$ cat src/rtl/ram16_access_arbiter_pkg.sv
// Shared definitions for the two-requester RAM access arbiter:
// FSM state encoding, requester ids and the wide-access factor.
package ram16_access_arbiter_pkg;

    typedef enum logic [2:0] {
        ST_IDLE = 3'd0,
        ST_ACC0 = 3'd1,
        ST_ACC1 = 3'd2,
        ST_CAP  = 3'd3,
        ST_RESP = 3'd4
    } state_t;

    localparam int   NUM_REQ = 2;
    localparam logic REQ_ID0 = 1'b0;
    localparam logic REQ_ID1 = 1'b1;

    // Requester 1 is treated as the previous winner, so requester 0 wins the first tie.
    localparam logic RESET_LAST_GRANT = REQ_ID1;

    // A requester-side word is this many RAM halfwords.
    localparam int WIDE_FACTOR = 2;

    function automatic logic [NUM_REQ-1:0] id_to_onehot(input logic id);
        return id ? 2'b10 : 2'b01;
    endfunction

endpackage

$ cat src/rtl/ram16_access_arbiter_rr_arbiter2.sv
// Two-way round-robin arbiter: grants the single requester, or on a tie the one
// that did not win last time. Grants only while enabled.
module rr_arbiter2
    import ram16_access_arbiter_pkg::*;
(
    input  logic               clk,
    input  logic               rst,
    input  logic               en,
    input  logic [NUM_REQ-1:0] req,
    output logic [NUM_REQ-1:0] gnt,
    output logic               gnt_id
);

    logic last_grant;

    // NOTE: every signal written here gets a default first so no latch is inferred.
    always_comb begin
        gnt_id = REQ_ID0;
        gnt    = '0;
        if (en) begin
            case (req)
                2'b01:   gnt_id = REQ_ID0;
                2'b10:   gnt_id = REQ_ID1;
                2'b11:   gnt_id = ~last_grant;
                default: gnt_id = REQ_ID0;
            endcase
            if (|req) begin
                gnt = id_to_onehot(gnt_id);
            end
        end
    end

    // NOTE: sequential state uses non-blocking assignments only.
    always_ff @(posedge clk or posedge rst) begin
        if (rst) begin
            last_grant <= RESET_LAST_GRANT;
        end else if (|gnt) begin
            last_grant <= gnt_id;
        end
    end

endmodule

$ cat src/rtl/ram16_access_arbiter.sv
// Shares a 16-bit block RAM between two requesters; serialises each request into
// one or two RAM cycles and assembles/splits 32-bit words in either endian order.
module ram16_access_arbiter
    import ram16_access_arbiter_pkg::*;
#(
    parameter int ADDR_W = 4,
    parameter int DATA_W = 16
) (
    input  logic                             clk,
    input  logic                             rst,
    input  logic [NUM_REQ-1:0]               req_valid,
    input  logic [NUM_REQ-1:0]               req_write,
    input  logic [NUM_REQ-1:0]               req_wide,
    input  logic [NUM_REQ*ADDR_W-1:0]        req_addr,
    input  logic [NUM_REQ*WIDE_FACTOR*DATA_W-1:0] req_wdata,
    input  logic                             big_endian,
    output logic [NUM_REQ-1:0]               req_ready,
    output logic                             rsp_valid,
    output logic                             rsp_id,
    output logic [WIDE_FACTOR*DATA_W-1:0]    rsp_rdata,
    output logic [ADDR_W-1:0]                ram_addr,
    output logic                             ram_we,
    output logic [DATA_W-1:0]                ram_wdata,
    input  logic [DATA_W-1:0]                ram_rdata
);

    localparam int WORD_W = WIDE_FACTOR * DATA_W;

    state_t              state_q, state_d;
    logic [NUM_REQ-1:0]  grant;
    logic                grant_id;
    logic                grant_any;
    logic                arb_en;
    logic [ADDR_W-1:0]   grant_addr;

    logic                write_q;
    logic                wide_q;
    logic                be_q;
    logic                id_q;
    logic [ADDR_W-1:0]   addr_q;
    logic [WORD_W-1:0]   wdata_q;
    logic [DATA_W-1:0]   first_rd_q;

    logic [ADDR_W-1:0]   ram_addr_q;
    logic [WORD_W-1:0]   rsp_rdata_q;

    logic [DATA_W-1:0]   wr_hi, wr_lo;
    logic [DATA_W-1:0]   first_half, second_half;
    logic [WORD_W-1:0]   rd_word;

    // Reset gates the enable so no grant pulse escapes while rst is high.
    assign arb_en = (state_q == ST_IDLE) && !rst;

    rr_arbiter2 u_arb (
        .clk    (clk),
        .rst    (rst),
        .en     (arb_en),
        .req    (req_valid),
        .gnt    (grant),
        .gnt_id (grant_id)
    );

    assign grant_any  = |grant;
    assign grant_addr = req_addr[grant_id*ADDR_W +: ADDR_W];
    assign req_ready  = grant;

    always_comb begin
        state_d = state_q;
        case (state_q)
            ST_IDLE: if (grant_any) state_d = ST_ACC0;
            ST_ACC0: state_d = wide_q ? ST_ACC1 : ST_CAP;
            ST_ACC1: state_d = ST_CAP;
            ST_CAP:  state_d = ST_RESP;
            ST_RESP: state_d = ST_IDLE;
            default: state_d = ST_IDLE;
        endcase
    end

    // Big endian puts the upper half at the lower address; narrow writes use the low half.
    assign wr_hi       = wdata_q[WORD_W-1 -: DATA_W];
    assign wr_lo       = wdata_q[DATA_W-1:0];
    assign first_half  = (wide_q && be_q) ? wr_hi : wr_lo;
    assign second_half = be_q ? wr_lo : wr_hi;

    always_comb begin
        ram_wdata = '0;
        case (state_q)
            ST_ACC0: ram_wdata = first_half;
            ST_ACC1: ram_wdata = second_half;
            default: ram_wdata = '0;
        endcase
    end

    assign ram_we   = write_q && ((state_q == ST_ACC0) || (state_q == ST_ACC1));
    assign ram_addr = ram_addr_q;

    always_comb begin
        rd_word = '0;
        if (!write_q) begin
            if (!wide_q) begin
                rd_word = {{DATA_W{1'b0}}, ram_rdata};
            end else if (be_q) begin
                rd_word = {first_rd_q, ram_rdata};
            end else begin
                rd_word = {ram_rdata, first_rd_q};
            end
        end
    end

    assign rsp_valid = (state_q == ST_RESP);
    assign rsp_id    = rsp_valid & id_q;
    assign rsp_rdata = rsp_rdata_q;

    always_ff @(posedge clk or posedge rst) begin
        if (rst) begin
            state_q     <= ST_IDLE;
            ram_addr_q  <= '0;
            rsp_rdata_q <= '0;
        end else begin
            state_q <= state_d;
            if (grant_any) begin
                ram_addr_q <= grant_addr;
            end else if ((state_q == ST_ACC0) && wide_q) begin
                ram_addr_q <= addr_q + ADDR_W'(1);
            end
            if (state_q == ST_CAP) begin
                rsp_rdata_q <= rd_word;
            end
        end
    end

    // NOTE: payload registers carry no reset; they are always loaded at grant before any use.
    always_ff @(posedge clk) begin
        if (grant_any) begin
            write_q <= req_write[grant_id];
            wide_q  <= req_wide[grant_id];
            addr_q  <= grant_addr;
            wdata_q <= req_wdata[grant_id*WORD_W +: WORD_W];
            be_q    <= big_endian;
            id_q    <= grant_id;
        end
        if (state_q == ST_ACC1) begin
            first_rd_q <= ram_rdata;
        end
    end

endmodule

$ cat config.mk
export PLATFORM = sky130hd
export DESIGN_NAME = ram16_access_arbiter
export DESIGN_NICKNAME = d
export VERILOG_FILES = /design/src/rtl/ram16_access_arbiter_pkg.sv /design/src/rtl/ram16_access_arbiter_rr_arbiter2.sv /design/src/rtl/ram16_access_arbiter.sv
export SDC_FILE = /design/constraint.sdc
export NUM_CORES = 1
export LEC_CHECK = 0
export ABC_AREA = 1
export BUFFER_PORTS_ARGS = -buffer_cell sky130_fd_sc_hd__clkbuf_2
export CAP_MARGIN = 20
export CELL_PAD_IN_SITES_DETAIL_PLACEMENT = 0
export CELL_PAD_IN_SITES_GLOBAL_PLACEMENT = 1
export CORE_ASPECT_RATIO = 0.7
export CORE_MARGIN = 2
export CORE_UTILIZATION = 25
export CTS_CLUSTER_DIAMETER = 100
export DETAILED_ROUTE_END_ITERATION = 10
export GPL_TIMING_DRIVEN = 0
export PLACE_DENSITY_LB_ADDON = 0.1
export SYNTH_ARGS = -nofsm -noshare
export SYNTH_HDL_FRONTEND = slang
export SYNTH_SLANG_ARGS = --single-unit
$ cat constraint.sdc
create_clock -name clk -period 2.8 [get_ports clk]
set_input_delay 0.28 -clock clk [delete_from_list [all_inputs] [get_ports clk]]
set_output_delay 0.28 -clock clk [all_outputs]
set_load 0.01 [all_outputs]
==> run_summary.xml <==
<?xml version="1.0" encoding="UTF-8"?>
<metrics>
  <group name="routing">
    <metric name="drt_drc_violations_left" unit="">0</metric>
    <metric name="dr_total_vias" unit="">3954</metric>
    <metric name="drt_pass1_iterations" unit="">4</metric>
    <metric name="drt-wirelength-per-cell" unit="um">15.16</metric>
    <metric name="antenna_violating_nets_post_route" unit="">0</metric>
    <metric name="via_per_inst" unit="">4.403</metric>
    <metric name="drt_iter0_markers" unit="">200</metric>
    <metric name="postRouteWirelength" unit="mm">13.62</metric>
  </group>
  <group name="logic_synthesis">
    <metric name="synthDistinctLibCells" unit="">34</metric>
    <metric name="yosys.cell_count.top_type" unit="">sky130_fd_sc_hd__nand2_1</metric>
    <metric name="yosys.area.top_type" unit="">sky130_fd_sc_hd__edfxtp_1</metric>
    <metric name="seq_area_frac_synth" unit="">0.5993</metric>
    <metric name="synthArstFlopShare" unit="">0.4167</metric>
    <metric name="yosys_most_used_dff" unit="">sky130_fd_sc_hd__edfxtp_1</metric>
    <metric name="postSynthCellCount" unit="">495</metric>
    <metric name="net_count_of_the_mapped_netlist" unit="">593</metric>
    <metric name="synthDominantCellAreaShare" unit="">0.3755</metric>
    <metric name="syn_area" unit="sq um">4478</metric>
    <metric name="synthTopCellsByArea" unit="">sky130_fd_sc_hd__edfxtp_1 (38%), sky130_fd_sc_hd__dfrtp_1 (22%), sky130_fd_sc_hd__nand2_1 (17%)</metric>
    <metric name="top_cells_by_instance_count_after_synthesis" unit="">sky130_fd_sc_hd__nand2_1 (198), sky130_fd_sc_hd__edfxtp_1 (56), sky130_fd_sc_hd__o21ai_0 (53)</metric>
    <metric name="ys_seq_elements" unit="">96</metric>
    <metric name="syn_avg_cell_area" unit="sq um">9.047</metric>
    <metric name="synth_enable_flop_cells" unit="">56</metric>
    <metric name="synthesis.yosys.warnings" unit="">0</metric>
  </group>
  <group name="placement">
    <metric name="portBuffers" unit="">153</metric>
    <metric name="gp_congestion" unit="">0.7461</metric>
    <metric name="pre_cts_ws" unit="ns">0.4751</metric>
    <metric name="dp_cells" unit="">881</metric>
    <metric name="placed_area" unit="sq um">5580</metric>
    <metric name="place_hpwl" unit="mm">10.36</metric>
  </group>
  <group name="min_path">
    <metric name="whs_path_depth" unit="">1</metric>
    <metric name="min_from" unit="">big_endian</metric>
    <metric name="hold_end" unit="">be_q$_DFFE_PP_</metric>
    <metric name="hold_path.class" unit="">input pin to flop</metric>
  </group>
  <group name="sta">
    <metric name="fin_worst_skew" unit="ns">0.01004</metric>
    <metric name="timing.final.crit_share" unit="">0.9039</metric>
    <metric name="finalMaxSlewViolations" unit="">0</metric>
    <metric name="timing.final.ws_setup" unit="ns">0.2692</metric>
    <metric name="minimum_period_implied_by_the_final_worst_setup_slack" unit="ns">2.531</metric>
    <metric name="fmax" unit="MHz">395.1</metric>
    <metric name="max_slew.worst_pin.slew" unit="ns">0.6702</metric>
    <metric name="grt_setup_unrepaired" unit="">no</metric>
    <metric name="relSlewSlack" unit="">0.5522</metric>
    <metric name="final-hold-violation-count" unit="">0</metric>
    <metric name="finalHoldWorstSlack" unit="ns">0.1175</metric>
    <metric name="timing.final.setup_violations" unit="">0</metric>
    <metric name="setup_tns" unit="ns">0</metric>
  </group>
  <group name="clock_tree">
    <metric name="post_cts.repair.setup_buffers" unit="">0</metric>
    <metric name="tritoncts" unit="">done</metric>
    <metric name="htreeDepth" unit="">3</metric>
    <metric name="root_buffer" unit="">sky130_fd_sc_hd__clkbuf_16</metric>
    <metric name="numClockSinks" unit="">96</metric>
    <metric name="cts-root-to-sink-buffers" unit="">2</metric>
    <metric name="clkSlewWorstSetupHoldPaths" unit="ns">0.07</metric>
    <metric name="cts-buffers-inserted" unit="">9</metric>
    <metric name="clock_insertion_delay_worst_skew" unit="ns">0.34</metric>
  </group>
  <group name="worst_setup_path">
    <metric name="reg2reg_depth" unit="">4</metric>
    <metric name="r2r_start" unit="">state_q[0]$_DFFE_PP0P_</metric>
    <metric name="worst-endpoint-arrival" unit="ns">2.25</metric>
    <metric name="timing.critical_path.required" unit="ns">2.52</metric>
    <metric name="r2r_end" unit="">wdata_q[2]$_DFFE_PP_</metric>
    <metric name="reg2reg_setup_slack" unit="ns">0.88</metric>
    <metric name="worst_setup_path_start_kind" unit="">flop</metric>
    <metric name="setup.worst_path.class" unit="">flop to output pin</metric>
    <metric name="crit_path_end_kind" unit="">output pin</metric>
    <metric name="path_max_fanout" unit="">24</metric>
  </group>
  <group name="power">
    <metric name="report.power.total" unit="mW">5.386</metric>
    <metric name="pleak" unit="nW">2.825</metric>
    <metric name="ir_drop" unit="uV">326.0</metric>
    <metric name="cell_pwr_density" unit="nW/um^2">913.2</metric>
  </group>
  <group name="final_layout">
    <metric name="finish.net_count" unit="">760</metric>
    <metric name="drive_above_1_share" unit="">0.2954</metric>
    <metric name="instances_no_fill" unit="">898</metric>
    <metric name="finish.utilization" unit="">0.3396</metric>
    <metric name="n_antenna_cell" unit="">0</metric>
    <metric name="layout.cell_area.non_filler" unit="sq um">5898</metric>
    <metric name="layout-area-overhead-vs-synth" unit="%">31.71</metric>
  </group>
  <group name="die">
    <metric name="initial_utilization" unit="">0.2579</metric>
    <metric name="core_area" unit="sq um">17370</metric>
    <metric name="die_area" unit="sq um">19020</metric>
    <metric name="placementRows" unit="">40</metric>
    <metric name="die_h" unit="um">116.0</metric>
    <metric name="io-pin-count" unit="">154</metric>
    <metric name="chipWidth" unit="um">164.0</metric>
  </group>
  <group name="global_route">
    <metric name="antenna_found_initial" unit="">1</metric>
    <metric name="gr-total-overflow" unit="">0</metric>
    <metric name="grt_max_degree" unit="">30</metric>
    <metric name="grt_usage" unit="">0.1505</metric>
    <metric name="grt_pass1_wl" unit="mm">21.83</metric>
    <metric name="first_global_vias" unit="">4044</metric>
  </group>
  <group name="status">
    <metric name="outcome" unit="">finished, final reports clean</metric>
  </group>
  <group name="job">
    <metric name="max_capacitance_violation_count" unit="">0</metric>
  </group>
</metrics>
-- worst max-delay path, stage by stage (launching register included) --
cell                       delay, ns
sky130_fd_sc_hd__dfrtp_1        0.45
sky130_fd_sc_hd__nor2_2         0.19
sky130_fd_sc_hd__nand2_1        0.18
sky130_fd_sc_hd__clkinv_2       0.39
sky130_fd_sc_hd__nand2_1        0.12
sky130_fd_sc_hd__o21ai_2        0.22
sky130_fd_sc_hd__nand2_1        0.11
sky130_fd_sc_hd__nand2_1        0.10
sky130_fd_sc_hd__clkbuf_2       0.14
-- cell usage in the layout, fill, tap and decap left out, types with 2 or more instances in the layout --
master and instances:
sky130_fd_sc_hd__inv_1 25, sky130_fd_sc_hd__nor2_2 3, sky130_fd_sc_hd__nor2_1 31, sky130_fd_sc_hd__nand3_1 12, sky130_fd_sc_hd__nor3_1 4, sky130_fd_sc_hd__o211ai_1 2, sky130_fd_sc_hd__clkbuf_16 9, sky130_fd_sc_hd__xor2_1 2
sky130_fd_sc_hd__and2_1 3, sky130_fd_sc_hd__nand2_1 198, sky130_fd_sc_hd__o22ai_1 4, sky130_fd_sc_hd__o21ai_1 3, sky130_fd_sc_hd__buf_12 2, sky130_fd_sc_hd__clkbuf_1 8, sky130_fd_sc_hd__edfxtp_1 56, sky130_fd_sc_hd__o21bai_1 3
sky130_fd_sc_hd__buf_2 10, sky130_fd_sc_hd__inv_6 3, sky130_fd_sc_hd__inv_2 3, sky130_fd_sc_hd__o21ai_0 53, sky130_fd_sc_hd__clkbuf_2 153, sky130_fd_sc_hd__o31ai_1 8, sky130_fd_sc_hd__a22oi_1 7, sky130_fd_sc_hd__nand4_1 2
sky130_fd_sc_hd__a21oi_1 5, sky130_fd_sc_hd__dfrtp_1 39, sky130_fd_sc_hd__buf_4 3
-- logic make-up after synthesis --
logic type	Yosys count	share of synthesized area
multiplexers	1	0.002235
AO/OA/AOI/OAI	89	0.1157
XOR/XNOR	2	0.003912
AND/OR/NAND/NOR	257	0.2297
flip-flops	96	0.5993
adder cells (fa/ha/maj)	1	0.002794
buffers and inverters	49	0.04638
-- area by class of cell --
cell class              instances  area [sq um]
flip-flops and latches         96          2684
clock buffers                  11         242.7
plain buffers                  20         98.84
fillers                      1863         11470
well taps                     231         289.0
inverters                      29         110.1
multi-input cells             350          1594
clock inverters                 5         63.81
repair buffers                156         815.8
-- report_power, final --
part,internal [mW],leakage (nW),switching (mW)
clock network,0.728,0.147,0.555
registers,1.98,1.03,0.210
logic,0.662,1.64,1.25
total,3.37,2.83,2.01
-- sequential cells by signal (all words and copies together), names as in the netlist, 3 cells and up --
signal      cells
ram_addr        4
rsp_rdata      32
wdata_q        32
addr_q          4
state_q         3
first_rd_q     16
-- per-layer routing --
layer  vias to the layer above  wire [um]  part of all wire  track usage
li1                       1974          -                 -            -
met2                       104       5896              0.43       0.2331
met4                         2        134            0.0098      0.03626
met5                         -         13           0.00095            0
met1                      1863       6738              0.49       0.2107
met3                        11        833             0.061      0.04009
-- how the worst max path moves through the flow --
stage                                 startpoint                 endpoint  slack (ns)
after detailed placement  state_q[0]$_DFFE_PP0P_             ram_wdata[0]        0.48
final                     state_q[0]$_DFFE_PP0P_             ram_wdata[0]        0.27
after CTS                 state_q[0]$_DFFE_PP0P_             ram_wdata[0]        0.09
after global routing      state_q[0]$_DFFE_PP0P_             ram_wdata[0]        0.01
after global placement              req_valid[0]  ram_addr[3]$_DFFE_PP0P_       -0.46
after floorplan           state_q[1]$_DFFE_PP0P_  ram_addr[3]$_DFFE_PP0P_        0.41
-- repair_timing --
item / CTS / global route
gates resized for setup: 0 / 1
hold endpoints to repair: 10 / 0
hold buffers: 1 / 0
setup endpoints to repair: 0 / 10
(Power assumes the default switching activity.)
